`src/rtl/trig_unit_arbiter_if.sv`:
```
// Requester-side bus of the shared sine-core arbiter.
// The slave modport is the arbiter; the master modport is the requester
// cluster (orientation-vector calculators or a testbench).
`timescale 1ns/1ps

interface trig_unit_arbiter_if #(
    parameter int NUM_REQ = 4,
    parameter int AMP_W   = 32
);
    logic [NUM_REQ-1:0]      req_valid;
    logic [NUM_REQ*9-1:0]    req_angle;
    logic [NUM_REQ-1:0]      req_cos;
    logic [NUM_REQ-1:0]      req_ready;
    logic [NUM_REQ-1:0]      rsp_valid;
    logic signed [AMP_W-1:0] rsp_amp;
    logic                    rsp_err;

    modport master (
        output req_valid, req_angle, req_cos,
        input  req_ready, rsp_valid, rsp_amp, rsp_err
    );

    modport slave (
        input  req_valid, req_angle, req_cos,
        output req_ready, rsp_valid, rsp_amp, rsp_err
    );
endinterface

```
`src/rtl/trig_unit_arbiter.sv`:
```
// trig_unit_arbiter
// Shares one sine core among NUM_REQ requesters. Requests are granted
// round-robin, the angle is folded into 0..359 (cosine served as sin(90-a)),
// and the core result is returned as a one-cycle strobe to the owner.
// Only one transaction is in flight at a time.
//
// Optional feature: define TRIG_ARB_TIMEOUT_EN to enable a WAIT watchdog.
// The response then arrives TIMEOUT_CYCLES cycles after the start pulse with
// rsp_amp = 0 and rsp_err = 1 if the core never signals done. Without the
// macro the arbiter waits for the core indefinitely and rsp_err is tied low.
`timescale 1ns/1ps

module trig_unit_arbiter #(
    parameter int NUM_REQ        = 4,
    parameter int AMP_W          = 32,
    parameter int TIMEOUT_CYCLES = 1024
) (
    input  logic                    clk_100mhz,
    input  logic                    rst_in,
    trig_unit_arbiter_if.slave      req_bus,
    output logic                    busy,
    output logic                    sine_start,
    output logic [8:0]              sine_value,
    input  logic                    sine_done,
    input  logic signed [AMP_W-1:0] sine_amp
);

    localparam int PTR_W = (NUM_REQ > 1) ? $clog2(NUM_REQ) : 1;

    typedef enum logic [1:0] {
        ST_IDLE,
        ST_ISSUE,
        ST_WAIT,
        ST_RESPOND
    } state_t;

    state_t            state;
    state_t            state_next;
    logic [PTR_W-1:0]  rr_ptr;
    logic [PTR_W-1:0]  owner_id;
    logic [PTR_W-1:0]  grant_id;
    logic              grant_found;
    logic [8:0]        grant_angle;
    logic              grant_cos;
    logic signed [9:0] angle_wrapped;
    logic signed [9:0] angle_final;
    logic              timeout_hit;

    // Requester index reached by stepping 'offset' places from 'base', wrapping at NUM_REQ.
    function automatic logic [PTR_W-1:0] wrap_idx(input logic [PTR_W-1:0] base, input int offset);
        int sum;
        sum = int'(base) + offset;
        if (sum >= NUM_REQ) begin
            sum = sum - NUM_REQ;
        end
        return PTR_W'(sum);
    endfunction

    // Round-robin search: first valid requester starting at rr_ptr.
    always_comb begin
        grant_found = 1'b0;
        grant_id    = '0;
        for (int k = 0; k < NUM_REQ; k++) begin
            if (!grant_found && req_bus.req_valid[wrap_idx(rr_ptr, k)]) begin
                grant_found = 1'b1;
                grant_id    = wrap_idx(rr_ptr, k);
            end
        end
    end

    // Fold the granted angle into 0..359 and convert cosine requests to 90-a.
    // Done at grant time so sine_value is already registered in the start cycle.
    always_comb begin
        grant_angle   = req_bus.req_angle[9*int'(grant_id) +: 9];
        grant_cos     = req_bus.req_cos[grant_id];
        angle_wrapped = $signed({1'b0, grant_angle});
        if (grant_angle >= 9'd360) begin
            angle_wrapped = $signed({1'b0, grant_angle}) - 10'sd360;
        end
        angle_final = angle_wrapped;
        if (grant_cos) begin
            angle_final = 10'sd90 - angle_wrapped;
            if (angle_final < 10'sd0) begin
                angle_final = angle_final + 10'sd360;
            end
        end
    end

`ifdef TRIG_ARB_TIMEOUT_EN
    localparam int CNT_W = $clog2(TIMEOUT_CYCLES + 1);

    logic [CNT_W-1:0] wait_cnt;
    logic             err_flag;

    // Counts cycles since the start pulse; the start cycle itself counts as one,
    // so the response lands exactly TIMEOUT_CYCLES cycles after sine_start.
    always_ff @(posedge clk_100mhz or posedge rst_in) begin
        if (rst_in) begin
            wait_cnt <= '0;
        end else if (state == ST_ISSUE) begin
            wait_cnt <= CNT_W'(1);
        end else if (state == ST_WAIT) begin
            wait_cnt <= wait_cnt + CNT_W'(1);
        end
    end

    assign timeout_hit = (state == ST_WAIT) && !sine_done &&
                         (wait_cnt >= CNT_W'(TIMEOUT_CYCLES - 1));

    // Remember whether the transaction ended by watchdog rather than by the core.
    always_ff @(posedge clk_100mhz or posedge rst_in) begin
        if (rst_in) begin
            err_flag <= 1'b0;
        end else if (state == ST_WAIT) begin
            err_flag <= timeout_hit;
        end
    end

    assign req_bus.rsp_err = err_flag && (state == ST_RESPOND);
`else
    // Watchdog compiled out: the limit is never reached for any legal TIMEOUT_CYCLES.
    assign timeout_hit     = (TIMEOUT_CYCLES < 0);
    assign req_bus.rsp_err = 1'b0;
`endif

    // State register.
    always_ff @(posedge clk_100mhz or posedge rst_in) begin
        if (rst_in) begin
            state <= ST_IDLE;
        end else begin
            state <= state_next;
        end
    end

    // Next-state logic: IDLE -> ISSUE -> WAIT -> RESPOND -> IDLE.
    always_comb begin
        state_next = state;
        case (state)
            ST_IDLE: begin
                if (grant_found) begin
                    state_next = ST_ISSUE;
                end
            end
            ST_ISSUE: begin
                state_next = ST_WAIT;
            end
            ST_WAIT: begin
                if (sine_done || timeout_hit) begin
                    state_next = ST_RESPOND;
                end
            end
            ST_RESPOND: begin
                state_next = ST_IDLE;
            end
            default: begin
                state_next = ST_IDLE;
            end
        endcase
    end

    // One-hot accept (IDLE only, masked during reset) and one-hot response strobe.
    always_comb begin
        req_bus.req_ready = '0;
        req_bus.rsp_valid = '0;
        if ((state == ST_IDLE) && grant_found && !rst_in) begin
            req_bus.req_ready[grant_id] = 1'b1;
        end
        if (state == ST_RESPOND) begin
            req_bus.rsp_valid[owner_id] = 1'b1;
        end
    end

    assign busy       = (state != ST_IDLE);
    assign sine_start = (state == ST_ISSUE);

    // Transaction datapath: owner and core angle captured at accept, result
    // captured from the core in WAIT, pointer advanced past the owner on response.
    always_ff @(posedge clk_100mhz or posedge rst_in) begin
        if (rst_in) begin
            owner_id        <= '0;
            sine_value      <= '0;
            req_bus.rsp_amp <= '0;
            rr_ptr          <= '0;
        end else begin
            if ((state == ST_IDLE) && grant_found) begin
                owner_id   <= grant_id;
                sine_value <= angle_final[8:0];
            end
            if (state == ST_WAIT) begin
                if (sine_done) begin
                    req_bus.rsp_amp <= sine_amp;
                end else if (timeout_hit) begin
                    req_bus.rsp_amp <= '0;
                end
            end
            if (state == ST_RESPOND) begin
                if (owner_id == PTR_W'(NUM_REQ - 1)) begin
                    rr_ptr <= '0;
                end else begin
                    rr_ptr <= owner_id + PTR_W'(1);
                end
            end
        end
    end

endmodule

```
`src/flat_wrapper.sv`:
```
// flat-port wrapper written by rule: the top's interface ports become plain ports
module trig_unit_arbiter_flat 
#(
    parameter int NUM_REQ        = 4,
    parameter int AMP_W          = 32,
    parameter int TIMEOUT_CYCLES = 1024
)
  (clk_100mhz, rst_in, busy, sine_start, sine_value, sine_done, sine_amp, req_bus_req_valid, req_bus_req_angle, req_bus_req_cos, req_bus_req_ready, req_bus_rsp_valid, req_bus_rsp_amp, req_bus_rsp_err);
  trig_unit_arbiter_if #(.NUM_REQ(NUM_REQ), .AMP_W(AMP_W)) req_bus_i ();
  input  logic clk_100mhz;
  input  logic rst_in;
  output logic busy;
  output logic sine_start;
  output logic [8:0] sine_value;
  input  logic sine_done;
  input  logic signed [AMP_W-1:0] sine_amp;
  input wire logic [$bits(req_bus_i.req_valid)-1:0] req_bus_req_valid;
  input wire logic [$bits(req_bus_i.req_angle)-1:0] req_bus_req_angle;
  input wire logic [$bits(req_bus_i.req_cos)-1:0] req_bus_req_cos;
  output wire logic [$bits(req_bus_i.req_ready)-1:0] req_bus_req_ready;
  output wire logic [$bits(req_bus_i.rsp_valid)-1:0] req_bus_rsp_valid;
  output wire logic [$bits(req_bus_i.rsp_amp)-1:0] req_bus_rsp_amp;
  output wire logic [$bits(req_bus_i.rsp_err)-1:0] req_bus_rsp_err;
  assign req_bus_i.req_valid = req_bus_req_valid;
  assign req_bus_i.req_angle = req_bus_req_angle;
  assign req_bus_i.req_cos = req_bus_req_cos;
  assign req_bus_req_ready = req_bus_i.req_ready;
  assign req_bus_rsp_valid = req_bus_i.rsp_valid;
  assign req_bus_rsp_amp = req_bus_i.rsp_amp;
  assign req_bus_rsp_err = req_bus_i.rsp_err;
  trig_unit_arbiter #(.NUM_REQ(NUM_REQ), .AMP_W(AMP_W), .TIMEOUT_CYCLES(TIMEOUT_CYCLES)) u_core (.clk_100mhz(clk_100mhz), .rst_in(rst_in), .req_bus(req_bus_i), .busy(busy), .sine_start(sine_start), .sine_value(sine_value), .sine_done(sine_done), .sine_amp(sine_amp));
endmodule
```
`config.mk`:
```
export PLATFORM = sky130hd
export DESIGN_NAME = trig_unit_arbiter_flat
export DESIGN_NICKNAME = d
export VERILOG_FILES = /design/src/rtl/trig_unit_arbiter_if.sv /design/src/rtl/trig_unit_arbiter.sv /design/src/flat_wrapper.sv
export SDC_FILE = /design/constraint.sdc
export NUM_CORES = 1
export LEC_CHECK = 0
export ABC_CLOCK_PERIOD_IN_PS = 3500
export CORE_ASPECT_RATIO = 1.2
export CORE_UTILIZATION = 37
export CTS_BUF_LIST = sky130_fd_sc_hd__clkbuf_8
export CTS_CLUSTER_DIAMETER = 150
export CTS_CLUSTER_SIZE = 30
export DETAILED_ROUTE_END_ITERATION = 7
export HOLD_SLACK_MARGIN = 0.06
export PLACE_DENSITY = 0.7
export SLEW_MARGIN = 20
export SYNTH_ARGS = -nofsm -noshare
export SYNTH_HDL_FRONTEND = slang
export SYNTH_SLANG_ARGS = --single-unit
```
`constraint.sdc`:
```
create_clock -name clk_100mhz -period 3.5 [get_ports clk_100mhz]
set_input_delay 0.35 -clock clk_100mhz [delete_from_list [all_inputs] [get_ports clk_100mhz]]
set_output_delay 0.35 -clock clk_100mhz [all_outputs]
set_load 0.01 [all_outputs]
```
# [Word-level counts from Yosys, hierarchy flattened]
# Cells that the tools add are included.
# W data, S select, Z words.
[totals] elab_cells=88 rom_bits=0 mem_count=0 reg_bits=47 latchBits=0 mem_bits_rw=0 inputBits=79
[classes] magnitude_cmp=14 n_shift=1 n_mul=1 addsub=11 n_reduce_logical=15 n_eq_ne=6 bitwise_logic=0 n_div=0 n_mux=35
[op_table] op="$shiftx A36 B32 Y9" n=1
[op_table] op="$mux W2" n=11
[op_table] op="$lt A2 B3 Y1 const B" n=6
[op_table] op="$mux W9" n=2
[op_table] op="$mux W1" n=11
[op_table] op="$bmux W1 S2" n=5
[op_table] op="$lt A10 B1 Y1 const B" n=1
[op_table] op="$mux W10" n=1
[op_table] op="$sub A8 B10 Y10 const A" n=1
[op_table] op="$sub A9 B9 Y10 const B" n=1
[op_table] op="$add A9 B9 Y9 const B" n=1
[op_table] op="$ge A3 B3 Y1 const B" n=3
[op_table] op="$ge A9 B9 Y1 const B" n=1
[op_table] op="$mux W4" n=2
[op_table] op="$pmux W2 S4" n=1
[op_table] op="$sub A2 B1 Y2 const B" n=4
[op_table] op="$logic_and A1 B1 Y1" n=7
[op_table] op="$add A2 B2 Y3 const B" n=2
[op_table] op="$eq A2 B2 Y1 const B" n=3
[op_table] op="$mul A4 B2 Y6 const A" n=1
[op_table] op="$demux W1 S2" n=2
[op_table] op="$ge A2 B1 Y1 const B" n=2
[op_table] op="$logic_not A1 Y1" n=4
[op_table] op="$reduce_and A2 Y1" n=2
[op_table] op="other kinds (8)" n=8

# [Longest topological paths before layout]
[depth] depth_word=22 mapped_depth=19

# [Least setup slack after synthesis]
# Ideal clock, no wire load.
[synth_timing] path_kind="register to register" startpoint="reg u_core.rr_ptr[1]" endpoint="reg u_core.sine_value[6]" path_slack_ns=-0.001 setup_ns=0.131 path_buffers=3 stages_incl_launch_ff=18 t_arrival_ns=3.370 path_cell_list="dfrtp_1 and2_1 o2bb2ai_2 or2_1 buf_6 buf_12 nand3_1 nand2_1 ha_1 or4_4 nand3_4 and3b_1 buf_6 o21ai_4 o31ai_1 o31ai_2 xnor2_1 o21ai_1"
[synth_via] elab_chain_len=22 elab_cells_between_ends=50
[synth_lines] item="from (decl)" line="trig_unit_arbiter.sv:39" rtl="logic [PTR_W-1:0] rr_ptr;"
[synth_lines] item="from (signal assigned)" line="trig_unit_arbiter.sv:200" rtl="rr_ptr <= owner_id + PTR_W'(1);"
[synth_lines] item="branches (longest 22 deep; another with $add A2 B1 Y3)"
[synth_lines] item="to (signal assigned)" line="trig_unit_arbiter.sv:187" rtl="sine_value <= angle_final[8:0];"
[synth_lines] item="to (decl)" line="trig_unit_arbiter.sv:23" rtl="output logic [8:0] sine_value,"
# Several ways; the timed one is not identified. The select of a mux whose other input is x is not followed.
# A chain may end at the register's enable or synchronous reset.

# [Final worst setup path]
[layout_timing] startpoint="reg u_core.rr_ptr[1]" endpoint="reg u_core.sine_value[4]"
# The elaborated chain is that of the path after synthesis.

==> run metrics <==
PD cells=approximately 960 nW/µm²; routed wire length=roughly 9000 µm; Lkg Pwr=around 2.3 nW; DRC viols=0; Pint=about 3.2 mW; Hold Path Origin=u_core.sine_value[1]; routed via count=about 3000; setup violators final=3; Tot GR Track Use=between 20 and 25%; die height=104 µm; cts bufs inserted=5; Area Growth Syn to Fin=68.1%; boundary pin count=roughly 130; Setup CP Type=reg2reg; Skew-Pair Late Insertion Delay=0.29 ns; routed len/inst=roughly 15 µm; Placeable Area=8240 µm²; Die W=86.7 µm; R2R Path Start=u_core.rr_ptr[1]; CP startpoint=u_core.rr_ptr[1]; yosys warns=0; die area=about 9000 µm²; IO Port Bufs=129; max cap viols=0; sequential area share after synthesis=between 30% and 40%; Post-Layout Cell Count=613; Post-synth top flop=dfrtp_1; Root Buffer=clkbuf_8; Clk pwr share=around 7.7%; EDFF count, synth=0; worst min-delay path category=reg2reg; logic gate share of total power=between 70 and 80%; worst r2r path cells=14; row cnt=36; CP Launch Type=flip-flop; initial core utilization=38.7%; Seq pwr share=between 10% and 20%; Mapped Area=between 3000 and 4000 µm²; largest net degree at the start of global routing=48; CTS Sinks=47; setup TNS=-0.0933 ns; Placed Cells=596; Worst Hold Depth=2; Crit. End Element=flip-flop; Final ANT Viol Nets=0; syn_nets=396; critical path peak fanout=5; Slew headroom=between 30% and 40%; Worst-Margin Slew=roughly 0.94 ns; initial drt markers=just over 100; Fillers=690; WP data arrival=about 3.7 ns; initial antenna violation count=0; via density per instance=around 5; Critical Path Slowest Stage Cell=or4_4; Tcrit/Tclk final=101%; CTS Buffer Depth=2; CTS tree=yes; grt total ovfl=0; Final Worst Setup Slack=-0.0477 ns; hold_buf cts=0; FMAX=approximately 280 MHz; failing checks=setup timing; Max Slew Vio Count=0; total iterations of the first detailed-routing run=6; share of cells above drive strength 1=about a third; Peak VDD IR=558 µV; global-route wire length before repair=14100 µm; Max H-tree Level=2; CP max stage delay=~0.51 ns; synthesized area per cell=roughly 10 µm²; clock skew=roughly 0.0095 ns; Psw=1.98 mW; post-synthesis instance total=between 300 and 400; Placer Congestion=between 0.7 and 0.8; Final Critical Period=roughly 3.5 ns; Synth async-reset ratio=100%; Clock Pin Slew Worst Setup and Hold Paths=~0.090 ns; number of global-route vias before repair=3097; Fin. Hold Viols=0; worst-path cell chain=mux2i_2 > o2bb2ai_4 > or2_4 > mux2i_2 > mux2_4 > buf_6 > or4_4 > nand3_4 > and3b_2 > o21ai_4 > buf_4 > mux2_4 > a21oi_2 > o21ai_0; HPWL after detailed placement=7180 µm; post-synthesis sequential element count=47; Sw Ratio=between 30% and 40%; Inserted Diodes=0; status=complete, but fails checks; Synth cell types=56; critical path required time=around 3.7 ns; nets=590; RSZ-0062 raised after global routing=true
[final cells by class]
type / instances / area [µm²] / share of cell area [%]
Sequential cell: 47 / 1180 / 22.0
Inverter: 13 / 48.8 / 0.911
Tap cell: 114 / 143 / 2.66
Clock inverter: 3 / 46.3 / 0.864
Clock buffer: 5 / 68.8 / 1.28
Timing Repair Buffer: 198 / 1840 / 34.3
Multi-Input combinational cell: 233 / 2040 / 38.0
[path summary, 6_finish.rpt]
check	end	slack, ns
worst min register to register	u_core.sine_value[1]	0.49
worst max-delay path	u_core.sine_value[4]	-0.05
min in group asynchronous	u_core.req_bus.rsp_amp[30]	0.69
worst min-delay path	u_core.sine_value[1]	0.49
worst max register to register	u_core.sine_value[4]	-0.05
max in group asynchronous	u_core.rr_ptr[1]	2.16
[cell families (layout without fill, tap and decap cells)]
logic type                 Yosys count  in the layout  share of synthesized area (%)
adders and majority gates           13             13                           5.10
and+or+nand+nor                     82             82                           14.8
other                                1              1                          0.118
buffers and inverters               24            219                           3.93
xor gates and xnor gates             8              8                           2.20
DFF                                 47             47                           36.9
muxes                               69             69                           23.6
AOI/OAI and AO/OA                   60             60                           13.3
[flip-flops by register name, summed over array words and instances, names as in the netlist]
name and count:
u_core.sine_value 9, u_core.req_bus.rsp_amp 32, u_core.state 2, u_core.rr_ptr 2
u_core.owner_id 2
[layout by cell type (no fill, tap or decap), drive strengths merged, types with 3 or more instances in the layout]
cell and count:
clkdlybuf4s50 126, buf 69, dfrtp 47, mux2 47, o21ai 23, mux2i 22, nand2 19, inv 14
nand3 14, nor2 13, ha 13, a21oi 11, and2 9, nand2b 5, clkbuf 5, nor3 5
xnor2 5, o31ai 4, and3b 4, xor2 3, dlygate4sd2 3, or4 3
[critical path: cells and delay by family, from the launching register on]
family          cells  cell delay [ns]
compound gates      4             0.56
buf+inv             2             0.28
flops               1             0.43
mux                 4             1.02
simple gates        4             1.14
[what timing repair did]
item | CTS | global route
pin swaps | 9 | 16
resized for setup | 22 | 27
buffers inserted | 5 | 4
setup endpoints to repair | 6 | 6
[power by group through the flow]
stage / clock [mW] / sequential [mW] / combinational [mW]
6_report: 0.397 / 0.985 / 3.78
2_1_floorplan: 0 / 1.09 / 1.75
5_1_grt: 0.433 / 1.02 / 4.08
4_1_cts: 0.407 / 0.982 / 3.53
3_3_place_gp: 0 / 0.972 / 3.26
3_5_place_dp: 0 / 0.991 / 3.35
[metal layers]
layer / up-vias / GRT usage (%) / share of wire (%)
met5: - / 0 / 0
met4: 0 / 7.98 / 3.0
met3: 18 / 3.19 / 4.8
met2: 94 / 38.6 / 54
met1: 1472 / 20.9 / 38
li1: 1475 / - / -
[per-stage QoR]
| stage | area [µm²] | setup slack, ns | utilization, % | hold WS (ns) | total power, mW |
|---|---|---|---|---|---|
| CTS | 5200 | -0.00340 | 63.1 | 0.492 | 4.91 |
| floorplan | 3190 | 0.00871 | - | 0.500 | 2.84 |
| global route | 5360 | -0.152 | 65.0 | 0.522 | 5.53 |
| finish | 5360 | -0.0477 | 65.0 | 0.489 | 5.16 |
| global placement | 5000 | -0.428 | 60.6 | 0.468 | 4.23 |
| detailed placement | 5000 | -0.493 | 60.6 | 0.470 | 4.34 |
[cell usage after synthesis, drive strengths merged, types with 3 or more instances]
| master | count | share of area (%) |
|---|---|---|
| a21oi | 11 | 1.7 |
| and2 | 9 | 1.8 |
| and3b | 4 | 1.1 |
| buf | 8 | 2.0 |
| clkbuf | 3 | 0.35 |
| dfrtp | 47 | 37 |
| ha | 13 | 5.1 |
| inv | 13 | 1.5 |
| mux2 | 47 | 17 |
| mux2i | 22 | 6.9 |
| nand2 | 19 | 2.2 |
| nand2b | 5 | 0.98 |
| nand3 | 14 | 2.6 |
| nor2 | 13 | 2.1 |
| nor3 | 5 | 0.79 |
| o21ai | 23 | 4.0 |
| o31ai | 4 | 1.1 |
| or4 | 3 | 0.82 |
| xnor2 | 5 | 1.4 |
| xor2 | 3 | 0.82 |
Note: power is estimated with default switching activity, not from simulation.
